--- config.mk ---
export PLATFORM = sky130hd
export DESIGN_NAME = mem_responder
export DESIGN_NICKNAME = d
export VERILOG_FILES = /design/src/rtl/mem_responder.sv
export SDC_FILE = /design/constraint.sdc
export NUM_CORES = 1
export LEC_CHECK = 0
export ABC_AREA = 1
export CORE_MARGIN = 8
export CORE_UTILIZATION = 63
export CTS_BUF_LIST = sky130_fd_sc_hd__clkbuf_4 sky130_fd_sc_hd__clkbuf_8
export CTS_CLUSTER_SIZE = 30
export DETAILED_ROUTE_END_ITERATION = 7
export PLACE_DENSITY = 0.8
export RECOVER_POWER = 100
export SETUP_SLACK_MARGIN = 0.3
export SLEW_MARGIN = 20
export SYNTH_ARGS = -nofsm -noshare
export SYNTH_HDL_FRONTEND = slang
export SYNTH_SLANG_ARGS = --single-unit
--- constraint.sdc ---
create_clock -name clk -period 7.8 [get_ports clk]
set_input_delay 1.56 -clock clk [delete_from_list [all_inputs] [get_ports clk]]
set_output_delay 1.56 -clock clk [all_outputs]
set_load 0.01 [all_outputs]
--- src/rtl/mem_responder.sv ---
// Memory responder: preloaded from a streaming loader, then serves CPU
// reads (one-cycle registered latency) and writes until the next reset.
module mem_responder #(
   parameter int DATA_WIDTH = 16,
   parameter int ADDR_WIDTH = 6
) (
   input  logic                  clk,
   input  logic                  rst_n,
   input  logic                  we,
   input  logic [ADDR_WIDTH-1:0] addr,
   input  logic [DATA_WIDTH-1:0] data,
   output logic [DATA_WIDTH-1:0] mem,
   input  logic                  ld_valid,
   input  logic [DATA_WIDTH-1:0] ld_data,
   input  logic                  ld_last,
   output logic                  ld_ready,
   output logic                  busy,
   output logic [ADDR_WIDTH:0]   loaded,
   output logic                  wr_err
);

   localparam int DEPTH = 1 << ADDR_WIDTH;

   typedef enum logic {S_LOAD, S_RUN} state_t;

   state_t                r_state;
   logic [ADDR_WIDTH-1:0] r_ptr;
   logic [ADDR_WIDTH:0]   r_loaded;
   logic [DATA_WIDTH-1:0] r_mem;
   logic                  r_wr_err;
   logic                  r_ld_ready;
   logic                  r_busy;
   logic [DATA_WIDTH-1:0] r_array [DEPTH];

   logic w_ld_hs;
   logic w_ld_end;
   logic w_cpu_wr;

   // A loader word is taken only while loading; the load ends on the
   // marked last word or on the word that fills the top address.
   assign w_ld_hs  = ld_valid & r_ld_ready & (r_state == S_LOAD);
   assign w_ld_end = w_ld_hs & (ld_last | (&r_ptr));
   assign w_cpu_wr = we & (r_state == S_RUN);

   // Control FSM with registered outputs; read data is captured here so
   // it is cleared by reset and held at zero during the load.
   always_ff @(posedge clk) begin
      if (!rst_n) begin
         r_state    <= S_LOAD;
         r_ptr      <= '0;
         r_loaded   <= '0;
         r_mem      <= '0;
         r_wr_err   <= 1'b0;
         r_ld_ready <= 1'b1;
         r_busy     <= 1'b1;
      end else begin
         case (r_state)
            S_LOAD: begin
               r_mem <= '0;
               if (we) r_wr_err <= 1'b1;
               if (w_ld_hs) begin
                  r_ptr    <= r_ptr + 1'b1;
                  r_loaded <= r_loaded + 1'b1;
               end
               if (w_ld_end) begin
                  r_state    <= S_RUN;
                  r_ld_ready <= 1'b0;
                  r_busy     <= 1'b0;
               end
            end
            S_RUN: begin
               // Old contents are returned on a same-address write edge.
               r_mem <= r_array[addr];
            end
            default: begin
               r_state <= S_LOAD;
            end
         endcase
      end
   end

   // Storage array: never cleared; writes are suppressed while reset is low.
   always_ff @(posedge clk) begin
      if (rst_n) begin
         if (w_ld_hs)
            r_array[r_ptr] <= ld_data;
         else if (w_cpu_wr)
            r_array[addr] <= data;
      end
   end

   assign mem      = r_mem;
   assign ld_ready = r_ld_ready;
   assign busy     = r_busy;
   assign loaded   = r_loaded;
   assign wr_err   = r_wr_err;

endmodule
==> metrics.md <==
| Metric | Value |
|---|---|
| Status | finished, violations left |
| Failing checks | capacitance limit, slew limit |
| Resized Gates After CTS | 0 |
| Fin. Hold Viols | 0 |
| Core box area | 67280 sq um |
| Worst EP required | ~8.3 ns |
| Final setup margin | 1.658 ns |
| Deepest clock path buffer count | 3 |
| Boundary Pins | 69 |
| Syn Inst Count | around 3600 |
| Final #Nets | 3753 |
| Vias | a little under 30000 |
| Die Area | between 70000 and 80000 sq um |
| Top-area cell type share of the netlist area | 0.7178 |
| Post-Layout Cell Count | 4707 |
| Setup violations, final | 0 |
| Hold path depth | 2 |
| FFs w/ async S/R, synth | 0 |
| Power Dens Cells | 244.5 nW/um^2 |
| Leak | 16.87 nW |
| Largest net degree at the start of global routing | 180 |
| Most common flop cell mapped by yosys | edfxtp_1 |
| Worst hold slack | 0.4761 ns |
| Post-synthesis sequential area ratio | 0.7328 |
| Worst hold-check path type | flop to flop |
| Reg2reg end | r_array[50][6]$_DFFE_PP_ |
| CP Max Fanout | 29 |
| Initial antenna violation count | 4 |
| Area contributors post-synth | edfxtp_1 72%, nand2_1 11%, nand3_1 10%, dfxtp_1 1.5%, buf_2 1.3% |
| Die Ht | 276.8 um |
| Post-synthesis cell type count | 32 |
| Share of cells above drive strength 1 | 0.08740 |
| Die span in x | 276.8 um |
| Number of global-route vias before repair | 27460 |
| DR vias/cell | 6.163 |
| Drt wl/cell | 23.20 um |
| Cts bufs inserted | between 150 and 200 |
| Postcts setup bufs | 0 |
| Post-synth EDFFs | 1024 |
| RSZ-0062 raised after global routing | no |
| Sum Neg Setup Slack | 0 ns |
| Fmax | roughly 0.16 GHz |
| Pre-CTS setup slack | between 1.5 and 2 ns |
| CTS tree | built |
| Worst-path clk slew | 0.06 ns |
| HPWL Detailed | 61250 um |
| Share of the clock period used by the worst path after layout | 0.7874 |
| Reg2Reg Setup Slack | 2.86 ns |
| Final instance area | 47030 sq um |
| First-pass GRT wire length | 161700 um |
| Hold Path Sink | wr_err$_SDFFE_PN0P_ |
| Root buf cell | clkbuf_8 |
| Crit path DAT | 6.59 ns |
| CTS Hold Buffers Added | 0 |
| Drt first-iter violations | 4373 |
| Global routing usage on met3 | 0.06856 |
| Area delta synth->final | 9.800% |
| Number of port buffers | 68 |
| Drt drc | 0 |
| Clk_skew | between 0.02 and 0.03 ns |
| Met1 usage | 0.3620 |
| VDD IR max | 129.4 uV |
| Final antenna-violating net count | 0 |
| Post-Syn Nets | around 3700 |
| Met2 GRT Util | 0.4427 |
| Avg Cell Area, Syn | ~12 sq um |
| Total grt overflow | 0 |
| Max Slew Vio Count | 332 |
| Final wirelength | ~110000 um |
| Pre-Repair DR Iteration Count | 6 |
| Most frequent cell after synthesis | nand2_1 |
| Gr usage total | 0.2783 |
| Initial Util | 0.6367 |
| CP endpoint kind | flop |
| H-tree levels | 4 |
| Placed Instances | 4418 |
| Fin crit period | 6.142 ns |
| Relative slew slack | -1.384 |
| CTS sink count | 1056 |
| Max-Cap Viols | 6 |
| FP Rows | 95 |
| Synth Register Bits | 1056 |
| Commonest cells post-synth | 1299 x nand2_1, 1024 x edfxtp_1, 869 x nand3_1 |
| Post-Syn Area | 42840 sq um |
| Worst hold start | wr_err$_SDFFE_PN0P_ |
| Reg2Reg Depth | 5 |
| GP Congestion | 0.9249 |
| Worst r2r src | r_state$_SDFF_PN0_ |
| CP Class | input port to flop |
| Area after DPL | ~44000 sq um |
| Startpoint types | input port |
| Yosys warnings | 0 |
| Worst slew pin tran | between 3 and 4 ns |
| Skew-Pair Late Insertion Delay | 0.81 ns |
| Top Usage Layer GRT | met2 |
| Yosys top cell by area | edfxtp_1 |
==> worst max-delay path by stage <==
stage	start	endpoint	slack, ns	depth (start not counted)
CTS	rst_n	r_array[51][9]$_DFFE_PP_	2.69	7
finish	rst_n	r_array[50][6]$_DFFE_PP_	1.66	6
detailed placement	rst_n	r_array[51][4]$_DFFE_PP_	1.84	7
global route	rst_n	r_array[3][3]$_DFFE_PP_	1.37	8
floorplan	addr[1]	r_array[46][0]$_DFFE_PP_	3.38	6
global placement	rst_n	r_array[59][3]$_DFFE_PP_	1.87	7
==> power breakdown <==
group | switching (mW) | internal (mW) | leakage, nW | total [mW]
Sequential | 0.00773 | 6.27 | 9.46 | 6.28
Combinational | 0.596 | 0.178 | 5.73 | 0.774
Clock | 2.07 | 2.38 | 1.67 | 4.45
Total | 2.67 | 8.83 | 16.9 | 11.5
==> cell type report <==
class                           instances  area (sq um)
Multi-Input combinational cell       2326         10190
Sequential cell                      1056         31390
Fill cell                            4527         20240
Timing Repair Buffer                  140          1105
Clock buffer                          223          2744
Antenna cell                            1         2.502
Clock inverter                         64         395.4
Tap cell                              873          1092
Inverter                               24         118.9
==> routing by layer <==
metal  vias up  wire length (um)
li1      12960                 -
met1     13620             39770
met2      2097             51420
met3       330             13080
met4         4              4885
met5         -                48
==> critical path, stage by stage <==
cell and delay [ns]:
dlygate4sd3_1 0.77, nand3_1 1.22, o21ai_4 0.78, nand4_1 0.96, nor2_1 0.76, clkbuf_1 0.53
==> metrics by stage <==
stage	utilization	power, mW
after floorplan	-	6.857
after global placement	0.6557	7.135
after detailed placement	0.6560	7.154
after global routing	0.6991	11.81
final	0.6991	11.50
after CTS	0.7027	11.51
==> state kept, by name, summed over array words and instances (netlist names) <==
signal	flops
r_array	1024
mem	16
wr_err	1
busy	1
r_ptr	6
r_state	1
loaded	7
==> layout by cell type (no fill, tap or decap), types with 11 or more instances in the layout <==
master,netlist,layout
nand2_1,1299,1299
edfxtp_1,1024,1024
nand3_1,869,871
clkbuf_8,0,172
clkbuf_4,0,52
nor2_1,68,51
clkbuf_1,54,38
clkdlybuf4s50_1,0,36
dfxtp_1,32,32
clkinv_1,0,31
buf_4,34,29
dlygate4sd3_1,0,28
a21oi_1,24,24
clkinv_2,1,21
nor2_2,1,19
inv_1,18,17
o21ai_0,10,11
==> cells by family (layout without fill, tap and decap cells) <==
| family | Yosys count | count (layout) | share of synthesized area |
|---|---|---|---|
| other | 0 | 1 | 0 |
| XOR/XNOR | 1 | 1 | 0.0002045 |
| adder cells (fa/ha/maj) | 2 | 2 | 0.0005841 |
| buffers and inverters | 253 | 451 | 0.02862 |
| AO/OA/AOI/OAI | 44 | 44 | 0.006748 |
| flip-flops | 1056 | 1056 | 0.7328 |
| multiplexers | 16 | 16 | 0.004206 |
| AND/OR/NAND/NOR | 2263 | 2263 | 0.2268 |
Power figures use the tool's default switching activity.
